--- config.mk ---
export PLATFORM = sky130hd
export DESIGN_NAME = mux2_rr_stream_flat
export DESIGN_NICKNAME = d
export VERILOG_FILES = /design/src/rtl/mux2_rr_stream_if.sv /design/src/rtl/mux2_rr_stream.sv /design/src/flat_wrapper.sv
export SDC_FILE = /design/constraint.sdc
export NUM_CORES = 1
export LEC_CHECK = 0
export ABC_AREA = 1
export CAP_MARGIN = 20
export CORE_AREA = 2 2 39 41
export DETAILED_ROUTE_END_ITERATION = 10
export DIE_AREA = 0 0 41 43
export MAX_ROUTING_LAYER = met4
export REMOVE_ABC_BUFFERS = 1
export SLEW_MARGIN = 20
export SYNTH_ARGS = -nofsm -noshare
export SYNTH_HDL_FRONTEND = slang
export SYNTH_SLANG_ARGS = --single-unit
--- constraint.sdc ---
create_clock -name clk -period 1.5 [get_ports clk]
set_clock_uncertainty 0.05 [all_clocks]
set_input_delay 0.45 -clock clk [delete_from_list [all_inputs] [get_ports clk]]
set_output_delay 0.45 -clock clk [all_outputs]
set_load 0.1 [all_outputs]
--- src/rtl/mux2_rr_stream_if.sv ---
// mux2_rr_stream_if: stream bundle for the 2:1 round-robin selector
// Signals:
//   d0, d0_valid, d0_ready  channel 0 producer handshake
//   d1, d1_valid, d1_ready  channel 1 producer handshake
//   y, y_valid, y_ready     registered output stream
//   s                       channel that produced the current y
// Modports:
//   master  drives the producers and the consumer ready (testbench / upstream side)
//   slave   the selector itself
interface mux2_rr_stream_if #(
    parameter int WIDTH = 4
);
    logic [WIDTH-1:0] d0;
    logic [WIDTH-1:0] d1;
    logic [WIDTH-1:0] y;
    logic             d0_valid;
    logic             d0_ready;
    logic             d1_valid;
    logic             d1_ready;
    logic             y_valid;
    logic             y_ready;
    logic             s;
    modport master (
        output d0, d0_valid, d1, d1_valid, y_ready,
        input  d0_ready, d1_ready, y, y_valid, s
    );
    modport slave (
        input  d0, d0_valid, d1, d1_valid, y_ready,
        output d0_ready, d1_ready, y, y_valid, s
    );
endinterface

--- src/rtl/mux2_rr_stream.sv ---
// mux2_rr_stream: registered, flow-controlled 2:1 stream selector with round-robin or fixed priority
// Ports:
//   clk    rising-edge clock
//   rst_n  synchronous active-low reset
//   bus    slave side of mux2_rr_stream_if: two valid/ready producers in,
//          one-entry registered output stream (y, y_valid, y_ready) and select s out
module mux2_rr_stream #(
    parameter int WIDTH   = 4,
    parameter bit RR_MODE = 1'b1
) (
    input logic             clk,
    input logic             rst_n,
    mux2_rr_stream_if.slave bus
);
    typedef enum logic {EMPTY = 1'b0, FULL = 1'b1} state_t;
    state_t           state_q, state_d;
    logic [WIDTH-1:0] y_q, y_d;
    logic             s_q, s_d;
    logic             last_grant_q, last_grant_d;
    logic             can_load;
    logic             grant;
    logic             g;
    always_comb begin
        // the output register can take a word when empty or when it is being drained this cycle
        can_load     = (state_q == EMPTY) | bus.y_ready;
        // on a tie, the channel that did not win last time goes; a single requester always wins
        g            = (bus.d0_valid & bus.d1_valid) ? (RR_MODE ? ~last_grant_q : 1'b0) : bus.d1_valid;
        grant        = rst_n & can_load & (bus.d0_valid | bus.d1_valid);
        state_d      = grant ? FULL : (bus.y_ready ? EMPTY : state_q);
        y_d          = grant ? (g ? bus.d1 : bus.d0) : y_q;
        s_d          = grant ? g : s_q;
        // priority rotates only on a real transfer, never on idle cycles
        last_grant_d = grant ? g : last_grant_q;
    end
    always_ff @(posedge clk) begin
        if (!rst_n) begin
            state_q      <= EMPTY;
            y_q          <= '0;
            s_q          <= 1'b0;
            last_grant_q <= 1'b1;
        end else begin
            state_q      <= state_d;
            y_q          <= y_d;
            s_q          <= s_d;
            last_grant_q <= last_grant_d;
        end
    end
    assign bus.d0_ready = grant & ~g;
    assign bus.d1_ready = grant & g;
    assign bus.y        = y_q;
    assign bus.y_valid  = (state_q == FULL);
    assign bus.s        = s_q;
endmodule

--- src/flat_wrapper.sv ---
// flat-port wrapper written by rule: the top's interface ports become plain ports
module mux2_rr_stream_flat 
#(
    parameter int WIDTH   = 4,
    parameter bit RR_MODE = 1'b1
)
  (clk, rst_n, bus_d0, bus_d0_valid, bus_d1, bus_d1_valid, bus_y_ready, bus_d0_ready, bus_d1_ready, bus_y, bus_y_valid, bus_s);
  mux2_rr_stream_if #(.WIDTH(WIDTH)) bus_i ();
  input logic clk;
  input logic rst_n;
  input wire logic [$bits(bus_i.d0)-1:0] bus_d0;
  input wire logic [$bits(bus_i.d0_valid)-1:0] bus_d0_valid;
  input wire logic [$bits(bus_i.d1)-1:0] bus_d1;
  input wire logic [$bits(bus_i.d1_valid)-1:0] bus_d1_valid;
  input wire logic [$bits(bus_i.y_ready)-1:0] bus_y_ready;
  output wire logic [$bits(bus_i.d0_ready)-1:0] bus_d0_ready;
  output wire logic [$bits(bus_i.d1_ready)-1:0] bus_d1_ready;
  output wire logic [$bits(bus_i.y)-1:0] bus_y;
  output wire logic [$bits(bus_i.y_valid)-1:0] bus_y_valid;
  output wire logic [$bits(bus_i.s)-1:0] bus_s;
  assign bus_i.d0 = bus_d0;
  assign bus_i.d0_valid = bus_d0_valid;
  assign bus_i.d1 = bus_d1;
  assign bus_i.d1_valid = bus_d1_valid;
  assign bus_i.y_ready = bus_y_ready;
  assign bus_d0_ready = bus_i.d0_ready;
  assign bus_d1_ready = bus_i.d1_ready;
  assign bus_y = bus_i.y;
  assign bus_y_valid = bus_i.y_valid;
  assign bus_s = bus_i.s;
  mux2_rr_stream #(.WIDTH(WIDTH), .RR_MODE(RR_MODE)) u_core (.clk(clk), .rst_n(rst_n), .bus(bus_i));
endmodule
==> metrics.md, run 1 <==
| Metric | Value |
|---|---|
| Status | finished, violations left |
| Failing checks | setup timing |
| GRT Util Overall | 14.01% |
| Final Critical Period | roughly 1600 ps |
| Area growth syn-to-layout | 133.2% |
| Syn_area_per_cell | 6.449 um2 |
| Vias in the first global route | 434 |
| Most frequent cells in the layout | nand2_1 (22), buf_4 (12), clkdlybuf4s50_1 (8), buf_12 (8), dfxtp_1 (6) |
| Final HPWL DP | 770.3 um |
| Critical Path Most Common Cell | nand2_2 |
| Antenna violations before repair | 0 |
| Final nets | 103 |
| Initial DRC Count | 1 |
| Cell Rows | 14 |
| CTS Sinks | 7 |
| CP max stage delay | 320 ps |
| Setup ws final | -118.3 ps |
| RSZ-0062 raised after global routing | true |
| Final cell count without fillers | 105 |
| Reg clk slew, reported paths | 60 ps |
| Die X-Extent | slightly above 40 um |
| Final setup fails | 2 |
| Pwr dens | 862.7 mW/mm2 |
| Critical Path Fanout Max | 2 |
| Cells after DPL | 96 |
| Vias per Instance | 4.267 |
| First-pass GRT wire length | 1669 um |
| WL per Instance | 10.30 um |
| ANT cells | 0 |
| Clock latency on the worst-skew pair | between 200 and 300 ps |
| Antenna Nets Post-Route | 0 |
| DRT Pass-1 Iters | 4 |
| Critical path required time | 1000 ps |
| Placed cell area | 695.7 um2 |
| Met3 usage | under 10% |
| Core Region | roughly 0.0014 mm2 |
| Synth unique cells | 9 |
| CP Capture Type | primary output |
| Layout cells sized above 1 | between 40% and 50% |
| Die area | 0.001763 mm2 |
| Largest net degree at the start of global routing | 7 |
| Clock buffer depth | 2 |
| Initial Utilization | 24.23% |
| H-tree depth | 1 |
| Slew HR | 90.63% |
| Synthesized area | 335.3 um2 |
| Max-cap viol count | 0 |
| Met2 GRT Util | 22.81% |
| Leak | roughly 0.37 nW |
| Fin area | around 780 um2 |
| Sequential area share after synthesis | 41.79% |
| Met1 GRT Util | 15.81% |
| Routed WL | 1082 um |
| CP max-delay cell | dfxtp_2 |
| Worst min path class | reg2reg |
| GRT Max-Usage Layer | met2 |
| Least-Margin Pin Slew | 140.4 ps |
| Flops & latches, synth | 7 |
| Ys Warns | 0 |
| Grt total ovfl | 0 |
| Hold Violations, Final | 0 |
| Pins Over Slew Limit | 0 |
| Ratio of final minimum period to clock period | 107.9% |
| Inserted Clock Buffers | 3 |
| Final Hold Slack | 414.1 ps |
| Placer Congestion | approximately 0.75 |
| Crit path cell chain | nand2_2, nand2_2, nor2_2, nand2_1, inv_2, buf_12 |
| Cells after Synth | 52 |
| Root buf cell | clkbuf_4 |
| F_max | between 600 and 700 MHz |
| Die Span Y | 43 um |
| CP Buf/Inv Count | 2 |
| # DRC | 0 |
| CTS tree | yes |
| Number of I/O port buffers | 20 |
| Max IR drop VDD | ~0.40 mV |
| Number of I/O pins | 21 |
| Crit path launch type | flop |
| Commonest non-fill, non-tap cell in the layout | nand2_1 |
| Vias | 448 |
| Data arrival, critical path | 1120 ps |
| Fin util | a little under three fifths |
| Crit-path leading delay family | flip-flops |
| Kind of critical path | reg2out |
==> logic make-up after synthesis <==
logic type,after synthesis,share of synthesized area (%)
flip-flops,7,41.79
buffers and inverters,4,4.476
AO/OA/AOI/OAI,5,7.461
AND/OR/NAND/NOR,36,46.27
==> cell type report <==
type                    instances  area, um2
fillers                       125      601.8
repair buffers                 33      374.1
multi-input cells              41      205.2
flip-flops and latches          7      141.4
clock buffers                   4      26.28
well taps                      16      20.02
inverters                       4      15.01
==> power by group <==
group	total [mW]	internal [mW]	switching (mW)
clock network	0.170	0.101	0.0681
logic	0.294	0.128	0.166
registers	0.211	0.200	0.0111
total	0.675	0.429	0.246
==> worst min-delay path, stage by stage, from the launching register on <==
cell and delay (ps):
dfxtp_1 310, nand2_1 60, nand2_1 40
==> synth_stat cells <==
library cell  instances  share of area [%]
nand2_1              25                 28
dfxtp_1               7                 42
nor2_4                1                3.4
nor2_2                2                3.7
a21oi_1               5                7.5
nand3_1               4                6.0
inv_1                 4                4.5
nor2_1                3                3.4
nand2_2               1                1.9
==> path summary, 6_finish.rpt <==
path                       start                  end  slack, ps  cells past startpoint
max           u_core.bus.y_valid         bus_d0_ready       -120                      6
min          u_core.last_grant_q  u_core.last_grant_q        410                      2
max reg2reg   u_core.bus.y_valid      u_core.bus.y[3]        330                      8
min reg2reg  u_core.last_grant_q  u_core.last_grant_q        410                      2
==> flip-flops by register name, indices dropped and copies added, names as in the netlist <==
signal	cells
u_core.last_grant_q	1
u_core.bus.s	1
u_core.bus.y	4
u_core.bus.y_valid	1
==> layer usage <==
layer / part of all wire, % / routed length [um]
met2: 50 / 540
met3: 8.5 / 92
met1: 40 / 428
met4: 1.8 / 20
met5: 0 / 0
==> through the flow <==
stage / TNS, ps / total power [mW] / setup WS, ps
detailed placement: -2338 / 0.4842 / -556.6
CTS: -241.1 / 0.6793 / -132.6
global placement: -2304 / 0.4839 / -565.2
global route: -360.0 / 0.7071 / -201.8
finish: -228.5 / 0.6746 / -118.3
floorplan: -2821 / 0.3563 / -783.9
==> what timing repair did <==
item,in CTS,in global routing
hold buffers,0,0
buffers inserted,4,1
pin swaps,6,4
setup endpoints to repair,2,2
hold endpoints to repair,0,0
gates resized for setup,28,1
Note: power is estimated with default switching activity, not from simulation.
==> inputs of run 2 (changes only) <==
--- a/config.mk
+++ b/config.mk
@@ -10,6 +10,7 @@
 export CORE_AREA = 2 2 39 41
 export DETAILED_ROUTE_END_ITERATION = 10
 export DIE_AREA = 0 0 41 43
+export HOLD_SLACK_MARGIN = 0.06
 export MAX_ROUTING_LAYER = met4
 export REMOVE_ABC_BUFFERS = 1
 export SLEW_MARGIN = 20
==> results of run 2 <==
Same layout as run 1: the final DEF is identical, and so are final timing and power.
==> patch (config.mk and constraints of run 2) <==
`RR_MODE` is set to 1'b1 in 2 places; all go to 1'b0.
--- a/src/rtl/mux2_rr_stream.sv
+++ b/src/rtl/mux2_rr_stream.sv
@@ -7,5 +7,5 @@
 module mux2_rr_stream #(
     parameter int WIDTH   = 4,
-    parameter bit RR_MODE = 1'b1
+    parameter bit RR_MODE = 1'b0
 ) (
     input logic             clk,
--- a/src/flat_wrapper.sv
+++ b/src/flat_wrapper.sv
@@ -3,5 +3,5 @@
 #(
     parameter int WIDTH   = 4,
-    parameter bit RR_MODE = 1'b1
+    parameter bit RR_MODE = 1'b0
 )
   (clk, rst_n, bus_d0, bus_d0_valid, bus_d1, bus_d1_valid, bus_y_ready, bus_d0_ready, bus_d1_ready, bus_y, bus_y_valid, bus_s);
Check against the original RTL: not equivalent (a bounded check fails within 4 cycles, from zero or initial values and one cycle with rst_n low).
==> patch against run 2 <==
The run still ends with setup timing left; sequential cell count shrank 1; total power shrank 5.1%; count of clock-buffer cells in the layout shrank 1; via count shrank 12%; clock power shrank 12%; cell area shrank 5.8%; worst setup slack gained 55 ps; area after synthesis grew 0.37%; hold slack gained 81 ps; global-route usage shrank 2.8 points; cell count shrank 1.9%; synthesized cell count grew 9.6%; wire length shrank 24%; critical path type unchanged.
==> patch: results (changes against run 2) <==
Critical Path Sink - bus_d1_ready
Comb power frac - 0.473 (+0.037)
Fin worst setup slack - -63.4 ps (+54.9 ps)
Fillers - 141 (+13%)
Data arrival time of the critical path - 1060 ps (-60 ps)
Clock Network Area Fraction - 0.0306 (-0.00304)
Dpl cell area - 674 um2 (-3.1%)
Share of cells above drive strength 1 - 0.379 (-0.0589)
Non-clk buf share - 0.480 (+0.00208)
Power Total - 0.000640 W (-5.1%)
GRT Total Usage - 0.112 (-0.0280)
Setup TNS - -84.8 ps (+144 ps)
Max VDD drop - 411 uV (+1.9%)
Hold path startpoint - u_core.bus.y[0]
Synth Register Bits - 6 (-1)
Failing checks - setup timing
Fraction of area in multi-input gates - 0.246 (-0.0162)
Unique masters post-synth - 8 (-1)
DRT iter0 DRCs - 5 (+4)
WHS Path Cells - 4 (+2)
Outcome - complete, but fails checks
Hold WS - 495 ps (+81.0 ps)
Top Family by Delay on Critical Path - buffers and inverters
GP Congestion - 0.764 (+2.5%)
Dpl hpwl - 646 um (-16%)
Final setup fails - 2 (unchanged)
Internal - 0.000391 W (-8.9%)
Dpl cells - 99 (+3.1%)
Sequential power - 0.000187 W (-11%)
Sequential area share after synthesis - 0.357 (-0.0610)
WL final - 819 um (-24%)
Reg clk slew, reported paths - 40 ps (-20 ps)
Worst R2R Path Depth - 6 (-2)
Lkg Pwr - 0.383 nW (+3.2%)
patch: cell count changes in the layout (fill, tap and decap cells not counted), moves of 2 or more:
cell | before | now
a21oi_1 | 5 | 1
buf_4 | 12 | 7
buf_6 | 3 | 5
inv_1 | 2 | 6
inv_2 | 2 | 4
nand2_2 | 3 | 1
nand3_1 | 4 | 0
nor2_1 | 2 | 10
nor2_4 | 3 | 1
patch: cell families after synthesis:
| group | share of synthesized area |
|---|---|
| DFF | 0.357 |
| AOI/OAI and AO/OA | 0.0149 |
| and+or+nand+nor | 0.450 |
| buffers and inverters | 0.178 |
patch: what timing repair did:
item                                    CTS  global route
gates cloned                              0             0
pin swaps                                 4             3
buffers inserted                          0             1
endpoints found under the setup margin    2             2
resized for setup                        27             4
hold buffers                              0             0
patch: per-layer routing:
layer	GRT usage	share of wire
met1	0.163	0.51
met2	0.144	0.44
met3	0.0157	0.048
met4	0.0600	0
met5	-	0
